--- src/rtl/alu_operand_stage.sv ---
// ID/EX pipeline register with MEM/WB operand forwarding that drives the execute-stage ALU.
// Optional feature: define ALU_FWD_EN to enable forward muxes and hold-time forward capture.
module alu_operand_stage #(
  parameter bit ZERO_FWD = 1'b0
) (
  input  logic        clk,
  input  logic        rst_n,
  input  logic        id_valid,
  input  logic [31:0] id_rs_data,
  input  logic [31:0] id_rt_data,
  input  logic [31:0] id_imm,
  input  logic [4:0]  id_rs,
  input  logic [4:0]  id_rt,
  input  logic        id_alusrc,
  input  logic [2:0]  id_alu_control,
  input  logic        id_regwrite,
  input  logic [4:0]  id_writereg,
  input  logic        mem_regwrite,
  input  logic [4:0]  mem_writereg,
  input  logic [31:0] mem_result,
  input  logic        wb_regwrite,
  input  logic [4:0]  wb_writereg,
  input  logic [31:0] wb_result,
  input  logic        ex_hold,
  input  logic        ex_flush,
  output logic [31:0] num1,
  output logic [31:0] num2,
  output logic [2:0]  alu_control,
  output logic        ex_valid,
  output logic        ex_regwrite,
  output logic [4:0]  ex_writereg,
  output logic [31:0] ex_store_data,
  output logic        ex_illegal
);

  typedef struct packed {
    logic        valid;
    logic [31:0] rs_data;
    logic [31:0] rt_data;
    logic [31:0] imm;
    logic [4:0]  rs;
    logic [4:0]  rt;
    logic        alusrc;
    logic [2:0]  alu_control;
    logic        regwrite;
    logic [4:0]  writereg;
    logic        illegal;
  } ex_reg_t;

  ex_reg_t ex_q;
  ex_reg_t ex_d;
  ex_reg_t id_fields;

  logic [31:0] rs_fwd;
  logic [31:0] rt_fwd;

  function automatic logic code_legal(input logic [2:0] code);
    case (code)
      3'b000, 3'b001, 3'b010, 3'b110, 3'b111: code_legal = 1'b1;
      default:                                code_legal = 1'b0;
    endcase
  endfunction

  // Decode-side image of the EX register; an empty slot loads as a bubble.
  always_comb begin
    // NOTE: every field gets a default first so no path leaves a latch behind.
    id_fields = '0;
    if (id_valid) begin
      id_fields.valid       = 1'b1;
      id_fields.rs_data     = id_rs_data;
      id_fields.rt_data     = id_rt_data;
      id_fields.imm         = id_imm;
      id_fields.rs          = id_rs;
      id_fields.rt          = id_rt;
      id_fields.alusrc      = id_alusrc;
      id_fields.alu_control = id_alu_control;
      id_fields.regwrite    = id_regwrite;
      id_fields.writereg    = id_writereg;
      if (!code_legal(id_alu_control)) begin
        id_fields.alu_control = 3'b000;
        id_fields.illegal     = 1'b1;
        id_fields.regwrite    = 1'b0;
      end
    end
  end

`ifdef ALU_FWD_EN
  function automatic logic fwd_hit(input logic       we,
                                   input logic [4:0] dst,
                                   input logic [4:0] src);
    fwd_hit = we && (dst == src) && ((src != 5'd0) || ZERO_FWD);
  endfunction

  // MEM is younger than WB, so it wins when both write the same register.
  always_comb begin
    rs_fwd = ex_q.rs_data;
    if (fwd_hit(mem_regwrite, mem_writereg, ex_q.rs))
      rs_fwd = mem_result;
    else if (fwd_hit(wb_regwrite, wb_writereg, ex_q.rs))
      rs_fwd = wb_result;

    rt_fwd = ex_q.rt_data;
    if (fwd_hit(mem_regwrite, mem_writereg, ex_q.rt))
      rt_fwd = mem_result;
    else if (fwd_hit(wb_regwrite, wb_writereg, ex_q.rt))
      rt_fwd = wb_result;
  end
`else
  logic unused_fwd_inputs;
  assign unused_fwd_inputs = ^{mem_regwrite, mem_writereg, mem_result,
                               wb_regwrite, wb_writereg, wb_result};
  assign rs_fwd = ex_q.rs_data;
  assign rt_fwd = ex_q.rt_data;
`endif

  always_comb begin
    ex_d = ex_q;
    if (ex_flush) begin
      ex_d = '0;
    end else if (ex_hold) begin
`ifdef ALU_FWD_EN
      // Absorb forwarded values while stalled; WB may retire before the hold lifts.
      ex_d.rs_data = rs_fwd;
      ex_d.rt_data = rt_fwd;
`endif
    end else begin
      ex_d = id_fields;
    end
  end

  // NOTE: state registers use non-blocking assignment so all flops update together.
  always_ff @(posedge clk or negedge rst_n) begin
    if (!rst_n) ex_q <= '0;
    else        ex_q <= ex_d;
  end

  assign num1          = rs_fwd;
  assign ex_store_data = rt_fwd;
  assign num2          = ex_q.alusrc ? ex_q.imm : rt_fwd;
  assign alu_control   = ex_q.alu_control;
  assign ex_valid      = ex_q.valid;
  assign ex_regwrite   = ex_q.valid & ex_q.regwrite;
  assign ex_illegal    = ex_q.valid & ex_q.illegal;
  assign ex_writereg   = ex_q.writereg;

endmodule
--- config.mk ---
export PLATFORM = sky130hd
export DESIGN_NAME = alu_operand_stage
export DESIGN_NICKNAME = d
export VERILOG_FILES = /design/src/rtl/alu_operand_stage.sv
export SDC_FILE = /design/constraint.sdc
export NUM_CORES = 1
export LEC_CHECK = 0
export BUFFER_PORTS_ARGS = -buffer_cell sky130_fd_sc_hd__buf_2
export CORE_AREA = 2 2 119 121
export DETAILED_ROUTE_END_ITERATION = 10
export DIE_AREA = 0 0 121 123
export GPL_ROUTABILITY_DRIVEN = 1
export HOLD_SLACK_MARGIN = 0.1
export PLACE_DENSITY = 0.76
export SLEW_MARGIN = 0
export SYNTH_ARGS = -nofsm -noshare
export SYNTH_HDL_FRONTEND = slang
export SYNTH_SLANG_ARGS = --single-unit
--- constraint.sdc ---
create_clock -name clk -period 1.4 [get_ports clk]
set_input_delay 0.14 -clock clk [delete_from_list [all_inputs] [get_ports clk]]
set_output_delay 0.14 -clock clk [all_outputs]
set_load 0.01 [all_outputs]
==> metrics list, run 1 <==
- The number of antenna violations at the first check in global routing is 0.
* Worst reg2reg path startpoint: alu_control[2]
- Top-count cell post-synth: sky130_fd_sc_hd__dfrtp_1
* Number of logic stages on the critical path including buffering: 3
- The tree is rooted in a sky130_fd_sc_hd__clkbuf_16.
- Ranked by instance count, the synthesized netlist is headed by sky130_fd_sc_hd__dfrtp_1, sky130_fd_sc_hd__a22o_1, sky130_fd_sc_hd__buf_4, sky130_fd_sc_hd__mux2_2, sky130_fd_sc_hd__buf_2.
- Critical Path Start: ex_q[10]
- STA puts the critical path data arrival time at 1.49 ns.
* Startpoint-to-endpoint class of the critical path: flip-flop to primary output
* Register-to-register setup slack: approximately 0.15 ns
- Data on the critical path is required at its endpoint by 1.26 ns.
- Internal power component: 5450 uW
- Setup violations remaining at the end of the flow were counted as 32.
- Final WS setup: -0.233 ns
- Worst path slowest cell: sky130_fd_sc_hd__dfrtp_1
- Fraction of final layout cells with drive strength greater than 1: approximately 46%
- In the synthesized netlist the async set-or-reset flop fraction comes to between 90% and 100%.
- DRC: 0
- For the pin with the worst max-slew slack, the measured transition is 0.591 ns.
- Post-synth EDFFs: 0
* Clock power share: about two fifths
* Nets: 798
- Violations in the final reports: setup timing
- Critical path peak fanout: 22
- In the finished design, the share of the clock period the worst path needs comes to 117%.
- The final layout contains routed wiring with a total length of approximately 13 mm.
* Wire length of the first global-routing pass: approximately 20 mm
* Worst r2r path cells: 2
* Clock tree buffer depth: 2
- The congestion estimate from routability-driven global placement came to between 0.7 and 0.8.
* Site row count: 43
- Element type at the critical path end: primary output
- In this design, the stage delay of the slowest critical-path cell is 0.42 ns.
- After legalization and detailed placement, the total HPWL measured between 7 and 8 mm.
* Critical path startpoint category: flip-flop
- Fraction of power consumed by sequential logic: a little under half
- VDD sags by at most 0.538 mV.
* Main synth FF type: sky130_fd_sc_hd__dfrtp_1
- The clock reaches the later pin of the worst-skew pair after ~0.34 ns.
- Class of the tightest hold or removal check: input port to asynchronous set/reset pin
* Worst setup slack after placement: between 0.1 and 0.15 ns
- Total net switching power: 1640 uW
- Syn Area/Cell: 13.4 um2
* Post-synth design cell area: between 4000 and 5000 um2
* Skew final: 0 ns
* Family with the most delay on the worst path: flip-flops
* Core Area: 13600 um2
- Mapped Cells: 357
- The die covers roughly 15000 um2.
- The routed layout has 3841 vias.
- Of all cell types, the one taking the most synthesized area is sky130_fd_sc_hd__dfrtp_1.
- Once the floorplan was initialized, standard cells occupied 35.1% of the core.
- The via count of the first global-routing pass came to between 3000 and 4000.
- Count of input and output buffers: 217
* Tot GR Track Use: about 17%
- Max transition margin: 60.6%
- Pin count of the biggest net entering global routing: 71
- Counting every net in the synthesized netlist gives 554.
- Max-slew violation count: 0
* Total overflow reported by the global router: 0
- From bottom edge to top edge, the die measures 123 um.
- After clock tree synthesis, the clock-pin slew on the worst setup and hold paths is approximately 0.080 ns.
* Chain of cells forming the critical path: buf_12, mux2_2, buf_2
- After layout, the minimum clock period comes to 1.63 ns.
* RSZ-0062 raised after global routing: true
* ANT nets after route: 0
- In the final routed layout, each cell accounts on average for 16.8 um.
* Fraction of power consumed by combinational cells: 13.8%
* X dimension of the die: between 100 and 150 um
* Leakage power total: 0.00373 uW
* Count of max-cap constraint violations: 0
* Outcome: finished, violations left
* Instance count after placement with tap cells included: 662
- Net switching is ~23% of the power.
- Via/cell ratio: slightly below 5
- The finished cells cover roughly 7000 um2.
- Buf+Inv Stages, Crit Path: 2
- Total iterations of the first detailed-routing run: 4
- For this run, the register share of the synthesized area comes to between 50% and 60%.
- Total Power Consumption: 7090 uW
- Area after DPL: around 5500 um2
- After synthesis, the cell types taking the most area are sky130_fd_sc_hd__dfrtp_1, sky130_fd_sc_hd__a22o_1, sky130_fd_sc_hd__buf_4.
- Number of buffers created by CTS: 9
* Number of synthesized register bits: 108
- I/O pin count: 304
- Area added between synthesis and finish: 45.7%
* Count of synthesis-stage warnings from yosys: 0
* Fraction of synthesized cell area taken by the top area cell type: 56.5%
- Final Hold Viols: 0
- The worst register-to-register path ends at alu_control[2].
- Areal power density over the cells: between 1000 and 1500 nW/um2
- Yosys mapped the design onto 13 distinct sky130hd cell types.
* TritonCTS clock tree: done
* N_diodes: 0
* Timing endpoint of the critical path: num2[18]
* Level count of the clock H-tree: 3
- Summed over all failing endpoints, the final setup total negative slack is -6.44 ns.
- In this run, the number of DRC markers left after iteration 0 of detailed routing was 185.
- Clock sinks: ~110
- Based on the critical path, the design can be clocked at up to 612 MHz.
- Post-route insts no fill: 786
[worst register-to-register path, cell delays in order, from the launching register on]
cell and delay [ns]:
sky130_fd_sc_hd__dfrtp_1 0.38, sky130_fd_sc_hd__a32o_1 0.21, sky130_fd_sc_hd__dlygate4sd3_1 0.55
[registers in the layout (all words and copies together), names as in the netlist]
signal / cells
ex_q: 35
num1: 32
ex_writereg: 5
ex_store_data: 32
ex_valid: 1
alu_control: 3
[cell usage in the layout (no fill, tap or decap)]
cell type and count:
sky130_fd_sc_hd__inv_2 1, sky130_fd_sc_hd__mux2_4 5, sky130_fd_sc_hd__nor3b_2 1, sky130_fd_sc_hd__clkinv_2 1
sky130_fd_sc_hd__inv_6 1, sky130_fd_sc_hd__buf_8 1, sky130_fd_sc_hd__nand2_1 4, sky130_fd_sc_hd__buf_6 3
sky130_fd_sc_hd__clkbuf_16 9, sky130_fd_sc_hd__o21ai_1 1, sky130_fd_sc_hd__and2_1 2, sky130_fd_sc_hd__dfrtp_1 108
sky130_fd_sc_hd__nor2b_4 1, sky130_fd_sc_hd__buf_2 213, sky130_fd_sc_hd__mux2_2 28, sky130_fd_sc_hd__bufinv_16 2
sky130_fd_sc_hd__a22o_1 102, sky130_fd_sc_hd__clkbuf_8 2, sky130_fd_sc_hd__dlygate4sd3_1 108, sky130_fd_sc_hd__clkinv_4 1
sky130_fd_sc_hd__buf_4 3, sky130_fd_sc_hd__a32o_1 4, sky130_fd_sc_hd__buf_12 5
[per-stage QoR]
step	utilization [%]	hold WS, ns
4_1_cts	51.1	0.213
2_1_floorplan	-	-0.156
3_5_place_dp	40.5	0.0541
3_3_place_gp	40.5	0.0544
6_report	51.2	0.224
5_1_grt	51.2	0.251
[worst min path at each step]
| stage | start | to | slack (ns) | depth (start not counted) |
|---|---|---|---|---|
| after global placement | rst_n | ex_q[29] | 0.05 | 1 |
| after detailed placement | rst_n | ex_q[29] | 0.05 | 1 |
| final | rst_n | ex_store_data[8] | 0.22 | 2 |
| after CTS | rst_n | ex_q[29] | 0.21 | 2 |
| after floorplan | rst_n | alu_control[0] | -0.16 | 0 |
| after global routing | rst_n | ex_store_data[8] | 0.25 | 2 |
[final cells by class]
type	instances	area, um2
timing repair buffer	333	2320
sequential	108	2700
tap	180	225
clock buffer	11	253
fill	1110	6640
multi-input combinational	148	1380
inverter	1	3.75
clock inverter	5	82.6
[power by group through the flow]
stage / Clock [uW] / Sequential, uW / Combinational [uW]
after floorplan: 0 / 3350 / 435
after global placement: 0 / 3360 / 701
after detailed placement: 0 / 3370 / 717
after CTS: 2900 / 3310 / 958
after global routing: 3010 / 3330 / 1050
final: 2800 / 3310 / 976
[timing repair]
action / in CTS / in global routing
hold buffers: 108 / 0
buffers inserted: 0 / 0
setup endpoints to repair: 32 / 32
gates resized for setup: 8 / 2
cloned: 0 / 0
hold endpoints to repair: 214 / 0
[per-layer routing]
layer  global-route usage, %  share of wire [%]
met5                       0                  0
met4                    5.38                1.5
met3                    4.89                6.8
met2                    30.5                 51
met1                    20.6                 41
[cell families after synthesis]
| family | synth area share, % |
|---|---|
| muxes | 7.77 |
| and+or+nand+nor | 0.863 |
| DFF | 56.5 |
| AOI/OAI and AO/OA | 19.6 |
| buffers and inverters | 15.2 |
(Power assumes the default switching activity.)
==> inputs of run 2 (changes only) <==
TNS_END_PERCENT = 10   (was not set)
==> run 2 against run 1 <==
Compared with the run above:
- cell area unchanged
- largest power group unchanged
- worst hold slack about the same
- total power about the same
- sequential power about the same
- the run still ends with setup timing left
- first-iteration DRC count up 5.9%
- largest cell class unchanged
==> metrics list, run 2 (synthesized netlist as in run 1, its figures left out) <==
- After detailed routing, the number of remaining DRC violations is 0.
* Data arrival time of the worst path: 1.49 ns
- Post-DR wirelength/cell: 16.8 um
- The detail route stage leaves a number of antenna-violating nets equal to 0.
* Die Footprint: about 15000 um2
- The via count of the first global-routing pass came to 3976.
* Level count of the clock H-tree: 3
- Tot GR Track Use: 17.3%
- Register bank with the most flops: ex_q
- After clock tree synthesis, the clock-pin slew on the worst setup and hold paths is ~0.080 ns.
- IR analysis of the VDD net gives a maximum drop of 0.537 mV.
- Worst hold-check slack: ~0.22 ns
- Clock tree buffer depth: 2
- Setup violations remaining at the end of the flow were counted as 32.
- Total iterations of the first detailed-routing run: 4
- Clock latency of the later-clocked register in the worst-skew pair: between 0.3 and 0.4 ns
* Number of antenna violations at the first check in global routing: 0
- The total area inside the core boundary comes to ~14000 um2.
- The post-route netlist has around 46% of its cells at a drive strength greater than 1.
* I/O pin count: 304
* Area added between synthesis and finish: 45.7%
- In the final timing run, aggregate negative setup slack is -6.41 ns.
- Timing would allow up to 612 MHz.
- Of all nets on the critical path, the largest fanout is 22.
- Outcome: finished, violations left
- The checks that failed: setup timing.
* X dimension of the die: 121 um
* Required time at the worst-slack endpoint: 1.26 ns
* Final standard cell utilization of the core: 51.2%
- The tightest min-delay check is of the input port to asynchronous set/reset pin type.
* Wire length of the first global-routing pass: ~20 mm
* Number of buffers created by CTS: 9
- Buffers placed on the I/O ports in this run total 217.
- The die is 123 um tall.
- Startpoint-to-endpoint class of the critical path: flip-flop to primary output
- The tool flagged a number of max-cap violations equal to 0.
* Via/cell ratio: 4.89
- Root buffer cell: sky130_fd_sc_hd__clkbuf_16
- RSZ-0062 raised after global routing: true
- For this design the ratio of total power to cell area is between 1000 and 1500 nW/um2.
- The wire-length estimate of the detail-placed layout is 7.62 mm.
- The top cell types in the final layout, fill and taps aside, are sky130_fd_sc_hd__buf_2, sky130_fd_sc_hd__dfrtp_1, sky130_fd_sc_hd__dlygate4sd3_1.
* Max-slew violation count: 0
* Clock sinks: 108
- Final critical delay including setup and external delays: approximately 1.6 ns
- Leakage power total: between 0.003 and 0.004 uW
* Nets: around 800
* Least-Margin Pin Slew: 0.592 ns
- Row generation in the floorplan step produced between 40 and 50 rows.
* N_diodes: 0
* Final Hold Viols: 0
- Entering global routing, the biggest net connects 71 pins.
* Skew final: 0 ns
- Total overflow reported by the global router: 0
- At the end of routability-driven placement, the weighted congestion stood at roughly 0.74.
* Number of vias in the routed layout: approximately 3800
- The placed instances occupy a cell area of 5510 um2.
- Max transition margin: 60.5%
* Most common cell after layout, fill and taps aside: sky130_fd_sc_hd__buf_2
- Element type at the critical path end: primary output
- Detailed-route wire length: 13.2 mm
- Part of the cycle the worst path needs: 117%
* TritonCTS clock tree: done
- Initial Util: 35.1%
- Number of DRC markers after the initial detailed-route iteration: 196
- Flip-flop count of the largest register after layout: 35
* Area of all placed cells without fillers: around 7000 um2
- Worst setup slack after placement: 0.117 ns
- Critical path startpoint category: flip-flop
* Final WS setup: -0.233 ns
-- run 2: layout make-up --
type,count,area (um2)
clock buffers,11,253
clock inverters,5,82.6
fillers,1110,6640
inverters,1,3.75
multi-input cells,148,1380
flip-flops and latches,108,2700
well taps,180,225
repair buffers,333,2320
-- run 2: stage by stage --
stage | total power (uW) | cells
2_1_floorplan | 3780 | 357
3_3_place_gp | 4060 | 662
3_5_place_dp | 4080 | 662
4_1_cts | 7170 | 786
5_1_grt | 7390 | 786
6_report | 7090 | 786
-- run 2: final timing paths --
kind                            slack [ns]                to           start  depth (start not counted)
worst min register to register        0.49           ex_q[0]         ex_q[0]                          2
worst min-delay path                  0.22  ex_store_data[8]           rst_n                          2
min in group clk                      0.32          ex_valid         ex_hold                          5
worst max register to register        0.15    alu_control[2]  alu_control[2]                          2
worst max-delay path                 -0.23          num2[18]        ex_q[10]                          3
max in group asynchronous             0.58           ex_q[6]           rst_n                          3
-- run 2: report_power, final --
part / total (uW) / leakage (uW) / switching [uW] / internal (uW)
Combinational: 976 / 0.00209 / 428 / 548
Clock: 2800 / 0.000166 / 1130 / 1670
Sequential: 3310 / 0.00147 / 78.2 / 3230
Total: 7090 / 0.00373 / 1640 / 5450
-- run 2: critical path, cell delays in order (launching register included) --
cell and delay, ns:
sky130_fd_sc_hd__dfrtp_1 0.42, sky130_fd_sc_hd__buf_12 0.20, sky130_fd_sc_hd__mux2_2 0.36, sky130_fd_sc_hd__buf_2 0.14
-- run 2: timing repair --
item,in CTS,in global routing
hold buffers,108,0
hold endpoints to repair,214,0
setup buffers,0,0
setup endpoints to repair,32,32
resized for setup,8,2
-- run 2: per-layer routing --
| metal | track usage, % | vias up | wire, um |
|---|---|---|---|
| met5 | 0 | - | 0 |
| met1 | 20.6 | 1913 | 5370 |
| met3 | 4.89 | 19 | 919 |
| met4 | 5.38 | 0 | 197 |
| met2 | 30.5 | 187 | 6740 |
| li1 | - | 1727 | - |
==> inputs of run 3 (changes only) <==
CORE_AREA = not set   (was 2 2 119 121)
CORE_MARGIN = 2   (was not set)
CORE_UTILIZATION = 25   (was not set)
DIE_AREA = not set   (was 0 0 121 123)
PLACE_DENSITY = 0.6   (was 0.76)
==> run 3 against run 2 <==
Compared with the run above:
- the run still ends with setup timing left
- critical path depth is the same
- register-to-register slack lost 0.02 ns
- clock-buffer cell count grew 2
- maximum frequency grew 3.3%
- clock skew is the same
- wire length grew 4.2%
- first-iteration DRC count shrank 35%
- cell area grew 4.9%
- critical path type unchanged
==> metrics list, run 3 (synthesized netlist as in run 1, its figures left out) <==
- TritonCTS built the clock tree.
- Class of the tightest hold or removal check: input port to asynchronous set/reset pin
- The global routing stage identified its most utilized layer as met2.
- Via/cell ratio: 4.49
- Least-Margin Pin Slew: 0.455 ns
* Met1 track utilization from global routing: 16.5%
- The library cells used most frequently in the layout, excluding fill and tap cells, are sky130_fd_sc_hd__buf_2, sky130_fd_sc_hd__dlygate4sd3_1, sky130_fd_sc_hd__dfrtp_1.
- Clock sinks: approximately 110
- Post-route insts no fill: 845
- In the global route stage, met2 resource usage came out at a little over a fifth.
* Startpoint-to-endpoint class of the critical path: flip-flop to primary output
- The number of antenna violations at the first check in global routing came to 0.
- The count of nets left with antenna violations once routing finished came out at 0.
* Critical path startpoint category: flip-flop
- Entering global routing, the biggest net connects 72 pins.
- Nets: 803
- For the finished layout, the period the worst path requires is 1.58 ns.
- Flip-flop count of the largest register after layout: 35
- The final reports fail on setup timing.
- Post-CTS clock slew at the launch and capture registers of the worst setup and hold paths: around 0.070 ns
- VDD sags by at most 0.566 mV.
- The critical path goes through buf_12, mux2_2, buf_2.
- The number of endpoints with negative hold slack in the final report came to 0.
* Met3 global-route usage: 3.94%
- Die Footprint: 20300 um2
* Finish-stage setup viols: 32
- Count of max-cap constraint violations: 0
* Required time at the worst-slack endpoint: about 1.3 ns
- Count of input and output buffers: 217
- Setup slack on the critical path of the routed design comes to -0.182 ns.
- Core Area: around 19000 um2
- The longest clock path from root to sink contains 2 buffers.
* Areal power density over the cells: 953 nW/um2
- The first detailed-routing pass ran for 4 iterations.
* Tot GR Track Use: 13.2%
* Element type at the critical path end: primary output
- The final critical path takes up 113% of the cycle.
- The first global-routing pass estimated 20.8 mm of wire.
- Clock latency of the later-clocked register in the worst-skew pair: 0.34 ns
- Leaving out fill and tap cells, the most frequent cell in the layout is sky130_fd_sc_hd__buf_2.
- The routed layout has 3796 vias.
- The flow ran to the end, but the final reports show violations.
- HPWL after detailed placement: between 8 and 9 mm
* Max transition margin: a little over two thirds
- RePlAce Congestion: 0.783
- Leakage power total: 0.00379 uW
- Counting flops per register, the top entry is ex_q.
* Instance count after placement with tap cells included: a little over 700
- The via count of the first global-routing pass was ~4000.
* Area added between synthesis and finish: 52.9%
* Site row count: 50
- Of the cells placed in the final design, the portion with a size suffix greater than 1 is 46.0%.
- Between clock sinks in the finished design, the worst skew comes to 0 ns.
* Initial Util: 25.5%
- Max-slew violation count: 0
- For the worst setup path, the data arrival time is 1.44 ns.
- The floorplan step set the die width to 142 um.
- Level count of the clock H-tree: 3
- Critical path peak fanout: 11
* Die height: 142 um
- Total Power Consumption: just under 7000 uW
* Number of DRC markers after the initial detailed-route iteration: 127
- RSZ-0062 raised after global routing: true
- Counting the fill cells in the layout gives 1753.
* N_diodes: 0
- Summed over all layers, the global routing overflow is 0.
- Largest stage delay on the critical path: 0.44 ns
- Timing would allow up to 632 MHz.
- 304 I/O pins were placed.
- For this run, design rule violations remaining after detail routing come to 0.
- Dividing the detail-routed wire length by the instance count gives about 16 um.
- Number of buffers created by CTS: 9
* Post-CTS setup repair buffer count: 0
- In this run the clock root is driven by a sky130_fd_sc_hd__clkbuf_16.
- Detailed-route wire length: 13.8 mm
- Worst path slowest cell: sky130_fd_sc_hd__dfrtp_2
run 3: metal layers:
layer	share of wire, %	vias up
li1	-	1736
met1	43	1881
met2	49	161
met3	6.1	18
met4	1.7	0
met5	0	-
run 3: critical path, delay by kind of cell (launching register included):
family	cells	cell delay (ns)
flip-flops	1	0.44
multiplexers	1	0.33
buffers and inverters	2	0.32
run 3: stage by stage:
step | instance area, um2 | TNS [ns] | utilization, % | setup slack (ns) | hold slack [ns]
after detailed placement | 5650 | 0 | 30.1 | 0.112 | 0.121
final | 7310 | -5.20 | 39.0 | -0.182 | 0.287
after CTS | 7200 | -6.52 | 38.4 | -0.223 | 0.279
after global placement | 5650 | 0 | 30.1 | 0.115 | 0.119
after floorplan | 4780 | 0 | - | 0.243 | -0.156
after global routing | 7310 | -7.49 | 39.0 | -0.265 | 0.299
run 3: final timing paths:
kind | to | slack (ns) | startpoint | depth (start not counted)
min | ex_q[32] | 0.29 | rst_n | 2
max in group asynchronous | ex_q[42] | 0.57 | rst_n | 3
max | num2[28] | -0.18 | ex_q[10] | 3
max reg2reg | alu_control[2] | 0.13 | alu_control[2] | 2
min in group clk | ex_valid | 0.37 | ex_hold | 5
min reg2reg | ex_q[0] | 0.48 | ex_q[0] | 2
run 3: cell type report:
cell class	instances	area (um2)	share of cell area, %
Inverter	1	3.75	0.0513
Clock inverter	3	46.3	0.633
Multi-Input combinational cell	148	1450	19.9
Tap cell	234	293	4.00
Clock buffer	13	260	3.56
Timing Repair Buffer	338	2550	34.9
Sequential cell	108	2700	37.0
run 3: what timing repair did:
| item | CTS | global route |
|---|---|---|
| hold buffers | 108 | 0 |
| endpoints found under the setup margin | 32 | 33 |
| gates cloned | 0 | 0 |
| gates resized for setup | 31 | 23 |
| hold endpoints to repair | 152 | 0 |
run 3: power breakdown:
part | internal, uW | leakage (uW) | switching, uW
Sequential | 3240 | 0.00147 | 80.1
Clock | 1490 | 0.000146 | 1100
Combinational | 617 | 0.00218 | 446
Total | 5340 | 0.00379 | 1620
